[config.mk]
export PLATFORM = sky130hd
export DESIGN_NAME = mem_ctrl_flat
export DESIGN_NICKNAME = d
export VERILOG_FILES = /design/src/rtl/mem_ctrl_pkg.sv /design/src/rtl/mem_ctrl_if.sv /design/src/rtl/mem_ctrl.sv /design/src/flat_wrapper.sv
export SDC_FILE = /design/constraint.sdc
export NUM_CORES = 1
export LEC_CHECK = 0
export ABC_CLOCK_PERIOD_IN_PS = 6450
export CAP_MARGIN = 10
export CORE_ASPECT_RATIO = 0.5
export CORE_MARGIN = 5
export CORE_UTILIZATION = 40
export CTS_CLUSTER_DIAMETER = 50
export DETAILED_ROUTE_END_ITERATION = 12
export HOLD_SLACK_MARGIN = 0.02
export PLACE_DENSITY_LB_ADDON = 0.2
export SLEW_MARGIN = 20
export SYNTH_ARGS = -nofsm -noshare
export SYNTH_HDL_FRONTEND = slang
export SYNTH_SLANG_ARGS = --single-unit
[constraint.sdc]
create_clock -name clk -period 6.45 [get_ports clk]
set_input_delay 1.29 -clock clk [delete_from_list [all_inputs] [get_ports clk]]
set_output_delay 1.29 -clock clk [all_outputs]
set_load 0.05 [all_outputs]
[src/rtl/mem_ctrl_pkg.sv]
// Shared types and helpers for the byte-wide memory bus sequencer.
package mem_ctrl_pkg;

  localparam int         ADDR_W_DEFAULT = 32;
  localparam logic [1:0] IO_SEL_DEFAULT = 2'b11;

  // Access length encoding on mem_len
  localparam logic [1:0] LEN_BYTE = 2'b00;
  localparam logic [1:0] LEN_HALF = 2'b01;
  localparam logic [1:0] LEN_WORD = 2'b10;

  typedef enum logic [1:0] {
    ST_IDLE   = 2'd0,
    ST_IF_RD  = 2'd1,
    ST_MEM_RD = 2'd2,
    ST_MEM_WR = 2'd3
  } state_t;

  // Number of bus byte cycles for an access length (11 behaves as a word)
  function automatic logic [2:0] len_bytes(input logic [1:0] len);
    case (len)
      LEN_BYTE: return 3'd1;
      LEN_HALF: return 3'd2;
      default:  return 3'd4;
    endcase
  endfunction

  // Byte lane idx of a little-endian word
  function automatic logic [7:0] get_byte(input logic [31:0] word, input logic [1:0] idx);
    return word[{idx, 3'b000} +: 8];
  endfunction

endpackage

[src/rtl/mem_ctrl_if.sv]
// Request/response bundle between the IF/MEM pipeline stages and mem_ctrl.
interface mem_ctrl_if
  import mem_ctrl_pkg::*;
#(
  parameter int ADDR_W = ADDR_W_DEFAULT
);
  // instruction fetch port
  logic              if_req;
  logic [ADDR_W-1:0] if_addr;
  logic              if_abort;
  logic              if_done;
  logic [31:0]       if_inst;
  // load/store port
  logic              mem_req;
  logic              mem_we;
  logic [1:0]        mem_len;
  logic [ADDR_W-1:0] mem_addr;
  logic [31:0]       mem_wdata;
  logic              mem_done;
  logic [31:0]       mem_rdata;
  // stall requests towards the pipeline stall controller
  logic              stall_req_if;
  logic              stall_req_mem;

  modport master (
    output if_req, if_addr, if_abort, mem_req, mem_we, mem_len, mem_addr, mem_wdata,
    input  if_done, if_inst, mem_done, mem_rdata, stall_req_if, stall_req_mem
  );

  modport slave (
    input  if_req, if_addr, if_abort, mem_req, mem_we, mem_len, mem_addr, mem_wdata,
    output if_done, if_inst, mem_done, mem_rdata, stall_req_if, stall_req_mem
  );

endinterface

[src/rtl/mem_ctrl.sv]
// Arbiter/sequencer for the shared single-port byte-wide RAM/IO bus.
// MEM has priority over IF; each access is split into byte cycles and
// read bytes are assembled little-endian into a 32-bit result.
// ram_din is sampled on the edge after the address is driven.
module mem_ctrl
  import mem_ctrl_pkg::*;
#(
  parameter logic [1:0] IO_SEL = IO_SEL_DEFAULT,
  parameter int         ADDR_W = ADDR_W_DEFAULT
) (
  input  logic              clk,
  input  logic              rst,
  input  logic              rdy,
  input  logic              io_buffer_full,
  input  logic [7:0]        ram_din,
  output logic [7:0]        ram_dout,
  output logic [ADDR_W-1:0] ram_a,
  output logic              ram_wr,
  mem_ctrl_if.slave         bus
);

  state_t            state_reg, state_next;
  logic [2:0]        cnt_reg, cnt_next;
  logic [2:0]        nbytes_reg, nbytes_next;
  logic [ADDR_W-1:0] base_reg, base_next;
  logic [ADDR_W-1:0] addr_reg, addr_next;
  logic [7:0]        dout_reg, dout_next;
  logic              wr_reg, wr_next;
  logic [31:0]       wdata_reg, wdata_next;
  logic [31:0]       buf_reg, buf_next;
  logic [31:0]       if_inst_reg, if_inst_next;
  logic [31:0]       mem_rdata_reg, mem_rdata_next;
  logic              if_done_reg, if_done_next;
  logic              mem_done_reg, mem_done_next;

  logic [2:0]        cnt_inc;
  logic              last_byte;
  logic              io_block;
  logic              grant_ok;
  logic [ADDR_W-1:0] next_addr;
  logic [31:0]       cap_word;
  logic              if_done_out;
  logic              mem_done_out;

  assign cnt_inc   = cnt_reg + 3'd1;
  assign last_byte = (cnt_inc == nbytes_reg);
  assign next_addr = base_reg + ADDR_W'(cnt_inc);
  // An IO store may not start while the IO write FIFO is full
  assign io_block  = bus.mem_we && (bus.mem_addr[17:16] == IO_SEL) && io_buffer_full;
  // No grant in a cycle where a done pulse is visible: requester drops req first
  assign grant_ok  = !if_done_reg && !mem_done_reg;

  // Byte assembly: the lane selected by cnt takes ram_din, the rest keep buf_reg
  genvar gi;
  generate
    for (gi = 0; gi < 4; gi++) begin : g_lane
      assign cap_word[8*gi +: 8] = (cnt_reg[1:0] == 2'(gi)) ? ram_din : buf_reg[8*gi +: 8];
    end
  endgenerate

  // Next-state and datapath update for arbitration and byte sequencing
  always_comb begin
    state_next     = state_reg;
    cnt_next       = cnt_reg;
    nbytes_next    = nbytes_reg;
    base_next      = base_reg;
    addr_next      = addr_reg;
    dout_next      = dout_reg;
    wr_next        = wr_reg;
    wdata_next     = wdata_reg;
    buf_next       = buf_reg;
    if_inst_next   = if_inst_reg;
    mem_rdata_next = mem_rdata_reg;
    if_done_next   = 1'b0;
    mem_done_next  = 1'b0;
    case (state_reg)
      ST_IDLE: begin
        if (grant_ok) begin
          if (bus.mem_req && !io_block) begin
            base_next   = bus.mem_addr;
            addr_next   = bus.mem_addr;
            cnt_next    = 3'd0;
            nbytes_next = len_bytes(bus.mem_len);
            buf_next    = '0;
            wdata_next  = bus.mem_wdata;
            if (bus.mem_we) begin
              state_next = ST_MEM_WR;
              dout_next  = bus.mem_wdata[7:0];
              wr_next    = 1'b1;
            end else begin
              state_next = ST_MEM_RD;
            end
          end else if (bus.if_req && !bus.if_abort) begin
            state_next  = ST_IF_RD;
            base_next   = bus.if_addr;
            addr_next   = bus.if_addr;
            cnt_next    = 3'd0;
            nbytes_next = 3'd4;
            buf_next    = '0;
          end
        end
      end
      ST_IF_RD, ST_MEM_RD: begin
        if (state_reg == ST_IF_RD && bus.if_abort) begin
          // redirect: drop partial bytes, no done pulse
          state_next = ST_IDLE;
          cnt_next   = 3'd0;
        end else if (last_byte) begin
          state_next = ST_IDLE;
          cnt_next   = 3'd0;
          buf_next   = cap_word;
          if (state_reg == ST_IF_RD) begin
            if_inst_next = cap_word;
            if_done_next = 1'b1;
          end else begin
            mem_rdata_next = cap_word;
            mem_done_next  = 1'b1;
          end
        end else begin
          buf_next  = cap_word;
          cnt_next  = cnt_inc;
          addr_next = next_addr;
        end
      end
      ST_MEM_WR: begin
        if (last_byte) begin
          wr_next       = 1'b0;
          mem_done_next = 1'b1;
          state_next    = ST_IDLE;
          cnt_next      = 3'd0;
        end else begin
          cnt_next  = cnt_inc;
          addr_next = next_addr;
          dout_next = get_byte(wdata_reg, cnt_inc[1:0]);
        end
      end
      default: state_next = ST_IDLE;
    endcase
  end

  // State and datapath registers; rdy low freezes everything
  always_ff @(posedge clk) begin
    if (rst) begin
      state_reg     <= ST_IDLE;
      cnt_reg       <= 3'd0;
      nbytes_reg    <= 3'd0;
      base_reg      <= '0;
      addr_reg      <= '0;
      dout_reg      <= 8'd0;
      wr_reg        <= 1'b0;
      wdata_reg     <= 32'd0;
      buf_reg       <= 32'd0;
      if_inst_reg   <= 32'd0;
      mem_rdata_reg <= 32'd0;
      if_done_reg   <= 1'b0;
      mem_done_reg  <= 1'b0;
    end else if (rdy) begin
      state_reg     <= state_next;
      cnt_reg       <= cnt_next;
      nbytes_reg    <= nbytes_next;
      base_reg      <= base_next;
      addr_reg      <= addr_next;
      dout_reg      <= dout_next;
      wr_reg        <= wr_next;
      wdata_reg     <= wdata_next;
      buf_reg       <= buf_next;
      if_inst_reg   <= if_inst_next;
      mem_rdata_reg <= mem_rdata_next;
      if_done_reg   <= if_done_next;
      mem_done_reg  <= mem_done_next;
    end
  end

  // A done held over a frozen cycle is only presented once rdy returns
  assign if_done_out   = if_done_reg & rdy;
  assign mem_done_out  = mem_done_reg & rdy;

  assign ram_a         = addr_reg;
  assign ram_dout      = dout_reg;
  assign ram_wr        = wr_reg & rdy;
  assign bus.if_done   = if_done_out;
  assign bus.mem_done  = mem_done_out;
  assign bus.if_inst   = if_inst_reg;
  assign bus.mem_rdata = mem_rdata_reg;
  assign bus.stall_req_if  = bus.if_req & ~if_done_out;
  assign bus.stall_req_mem = bus.mem_req & ~mem_done_out;

endmodule

[src/flat_wrapper.sv]
// flat-port wrapper written by rule: the top's interface ports become plain ports
module mem_ctrl_flat import mem_ctrl_pkg::*;
#(
  parameter logic [1:0] IO_SEL = IO_SEL_DEFAULT,
  parameter int         ADDR_W = ADDR_W_DEFAULT
)
  (clk, rst, rdy, io_buffer_full, ram_din, ram_dout, ram_a, ram_wr, bus_if_req, bus_if_addr, bus_if_abort, bus_mem_req, bus_mem_we, bus_mem_len, bus_mem_addr, bus_mem_wdata, bus_if_done, bus_if_inst, bus_mem_done, bus_mem_rdata, bus_stall_req_if, bus_stall_req_mem);
  mem_ctrl_if #(.ADDR_W(ADDR_W)) bus_i ();
  input  logic clk;
  input  logic rst;
  input  logic rdy;
  input  logic io_buffer_full;
  input  logic [7:0] ram_din;
  output logic [7:0] ram_dout;
  output logic [ADDR_W-1:0] ram_a;
  output logic ram_wr;
  input wire logic [$bits(bus_i.if_req)-1:0] bus_if_req;
  input wire logic [$bits(bus_i.if_addr)-1:0] bus_if_addr;
  input wire logic [$bits(bus_i.if_abort)-1:0] bus_if_abort;
  input wire logic [$bits(bus_i.mem_req)-1:0] bus_mem_req;
  input wire logic [$bits(bus_i.mem_we)-1:0] bus_mem_we;
  input wire logic [$bits(bus_i.mem_len)-1:0] bus_mem_len;
  input wire logic [$bits(bus_i.mem_addr)-1:0] bus_mem_addr;
  input wire logic [$bits(bus_i.mem_wdata)-1:0] bus_mem_wdata;
  output wire logic [$bits(bus_i.if_done)-1:0] bus_if_done;
  output wire logic [$bits(bus_i.if_inst)-1:0] bus_if_inst;
  output wire logic [$bits(bus_i.mem_done)-1:0] bus_mem_done;
  output wire logic [$bits(bus_i.mem_rdata)-1:0] bus_mem_rdata;
  output wire logic [$bits(bus_i.stall_req_if)-1:0] bus_stall_req_if;
  output wire logic [$bits(bus_i.stall_req_mem)-1:0] bus_stall_req_mem;
  assign bus_i.if_req = bus_if_req;
  assign bus_i.if_addr = bus_if_addr;
  assign bus_i.if_abort = bus_if_abort;
  assign bus_i.mem_req = bus_mem_req;
  assign bus_i.mem_we = bus_mem_we;
  assign bus_i.mem_len = bus_mem_len;
  assign bus_i.mem_addr = bus_mem_addr;
  assign bus_i.mem_wdata = bus_mem_wdata;
  assign bus_if_done = bus_i.if_done;
  assign bus_if_inst = bus_i.if_inst;
  assign bus_mem_done = bus_i.mem_done;
  assign bus_mem_rdata = bus_i.mem_rdata;
  assign bus_stall_req_if = bus_i.stall_req_if;
  assign bus_stall_req_mem = bus_i.stall_req_mem;
  mem_ctrl #(.IO_SEL(IO_SEL), .ADDR_W(ADDR_W)) u_core (.clk(clk), .rst(rst), .rdy(rdy), .io_buffer_full(io_buffer_full), .ram_din(ram_din), .ram_dout(ram_dout), .ram_a(ram_a), .ram_wr(ram_wr), .bus(bus_i));
endmodule
==> results.yml <==
placement:
  placed_area_mm2: 0.0119
  portBuffers: 222
  dp_hpwl_mm: 19.9
  place_ws_ns: 2.15
  dp.cells: 1511
  place_congestion: 0.869
routing:
  wl_per_cell_um: 17.9
  drc: 0
  drt-pass1-iter-count: 5
  wirelength_mm: 27.6
  vias: 8498
  first_iter_violations: 517
  drt.antenna.violating_nets: 0
  via_per_inst: 5.50
yosys:
  synth_cell_types: 68
  ys_top_cells_by_area: "dfxtp_1 44%, a211oi_1 8.0%, mux2i_1 7.4%, nand2_1 4.8%, nor2_1 4.6%"
  ys_dominant_reg_cell: "dfxtp_1"
  syn_nets: 1181
  syn_inst: 1055
  yosysWarnings: 0
  synth-edff-count: 0
  ys_ff_latch: 211
  synth_top_area_cell: "dfxtp_1"
  syn_avg_cell_area_um2: 9.04
  synthArstFlopShare: 0
  synthDominantCellAreaShare: 0.443
  synth_seq_area_share: 0.443
  synth_area_mm2: 0.00953
clock_tree:
  ctsRootBufferMaster: "clkbuf_16"
  hold_buffers: 0
  postCtsSetupRepairBufs: 0
  ctsResizeCount: 0
  clock_latency_ns: 0.49
  clockBufferDepth: 3
  cts.htree.levels: 1
  cts_sinks: 211
  cts_made_buffers: 20
  cts_tree: "built"
  clkSlewWorstSetupHoldPaths_ns: 0.07
final_layout:
  insertedDiodeCount: 0
  utilization: 0.541
  drive_above_1_share: 0.0582
  stdcell_count: 1545
  finalNetCount: 1352
  syn2layout_area_growth_pct: 31.1
  design_area_mm2: 0.0125
hold_path:
  hold_path_class: "reg2reg"
run:
  maxCapViolCount: 0
timing:
  setup_ws_ns: 2.13
  report.final.slew_viol_count: 0
  worst_pin_slew_ns: 0.918
  finalCritPeriodShare: 0.669
  slew_headroom: 0.387
  rsz0062_at_grt: "no"
  max_clock_freq_ghz: 0.232
  tns_ns: 0
  finalSetupViolCount: 0
  fin_hold_ws_ns: 0.455
  post-route-min-period_ns: 4.32
  clock_skew_ns: 0.0204
  hold_violations: 0
pwr:
  power.leakage_nw: 4.25
  p_switching_mw: 0.874
  internal_power_mw: 2.24
  power.density_mw_per_mm2: 249
  power_frac_seq: 0.454
  clkPwrFrac: 0.375
  p_comb_frac: 0.172
  p_total_mw: 3.12
  swShare: 0.281
  ir_drop_v: 0.000143
critical_path:
  endpoint_kind: "output port"
  cp.arrival_ns: 3.03
  crit_fanout: 11
  startpoint_type: "primary input"
  worstSetupPathType: "in2out"
  required_ns: 5.16
status:
  status: "finished, final reports clean"
floorplan:
  ioPinCount: 223
  die_area_mm2: 0.0272
  rows: 39
  coreArea_mm2: 0.0231
  start_util: 0.412
  dieHeight_um: 119
  die_x_um: 228
global_routing:
  grt_pass1_vias: 8387
  overflow: 0
  grt_pass1_wl_mm: 44.7
  grt_start_max_net_pins: 70
  grt_antenna_before_repair: 0
  track_usage: 0.195
-- critical path: stages --
cell	delay, ns
clkdlybuf4s50_1	0.57
and2_1	0.25
nor2b_1	0.10
clkdlybuf4s50_1	0.81
-- layout make-up --
| cell class | count | area [µm²] |
|---|---|---|
| Fill cell | 2121 | 10600 |
| Multi-Input combinational cell | 746 | 4910 |
| Sequential cell | 211 | 4220 |
| Timing Repair Buffer | 230 | 2280 |
| Clock buffer | 25 | 529 |
| Tap cell | 307 | 384 |
| Clock inverter | 9 | 113 |
| Inverter | 17 | 63.8 |
-- synthesized netlist by cell type (4+ instances only) --
master and instances:
a211o_1 8, a211oi_1 102, a21oi_1 58, a22o_1 4, a31o_2 5, and3_1 16
and4_1 5, buf_1 5, buf_2 25, clkbuf_1 46, dfxtp_1 211, ha_1 11
inv_1 17, mux2i_1 70, mux4_2 8, nand2_1 122, nand3_1 43, nand4_1 8
nor2_1 116, nor2b_1 5, nor3_1 8, o211ai_1 7, o21ai_0 14, o21ai_1 6
o221ai_1 5, o2bb2ai_1 27, o31ai_1 8, or3_1 8, or4_1 10, xnor2_1 10
xor2_1 8
-- cell families after synthesis --
| family | Yosys count | share of synthesized area |
|---|---|---|
| compound gates | 275 | 0.208 |
| fa+ha+maj | 12 | 0.0165 |
| simple gates | 359 | 0.173 |
| xor+xnor | 19 | 0.0190 |
| buf+inv | 98 | 0.0446 |
| flops | 211 | 0.443 |
| mux | 81 | 0.0959 |
-- power groups by stage --
stage	sequential, mW	clock, mW	combinational, mW
floorplan	1.52	0	0.249
global placement	1.44	0	0.527
detailed placement	1.44	0	0.536
CTS	1.41	1.19	0.539
global route	1.42	1.24	0.578
finish	1.41	1.17	0.535
-- placed cells by master (no fill, tap or decap), drive strengths merged, types with 10 or more instances in the layout --
cell type,Yosys,routed
clkdlybuf4s50,0,221
dfxtp,211,211
nand2,122,122
nor2,116,116
a211oi,103,103
mux2i,70,70
a21oi,59,59
nand3,43,43
o2bb2ai,27,27
clkbuf,46,25
o21ai,20,20
inv,17,17
and3,16,16
or4,12,12
ha,11,11
xnor2,10,10
-- metal layers --
metal,global-route usage,vias up,share of wire
met5,0,-,0
met4,0.0396,0,0.018
met3,0.0333,40,0.040
met2,0.348,194,0.50
met1,0.252,4052,0.44
li1,-,4212,-
-- path summary, 6_finish.rpt --
check	startpoint	to	slack [ns]	cells past startpoint
max	rdy	bus_stall_req_if	2.13	4
min	u_core.wdata_reg[24]$_SDFFE_PP0P_	u_core.wdata_reg[24]$_SDFFE_PP0P_	0.46	2
max reg2reg	u_core.cnt_reg[0]$_SDFFE_PP0P_	u_core.ram_a[16]$_SDFFE_PP0P_	2.31	9
min reg2reg	u_core.wdata_reg[24]$_SDFFE_PP0P_	u_core.wdata_reg[24]$_SDFFE_PP0P_	0.46	2
Note: power is estimated with default switching activity, not from simulation.
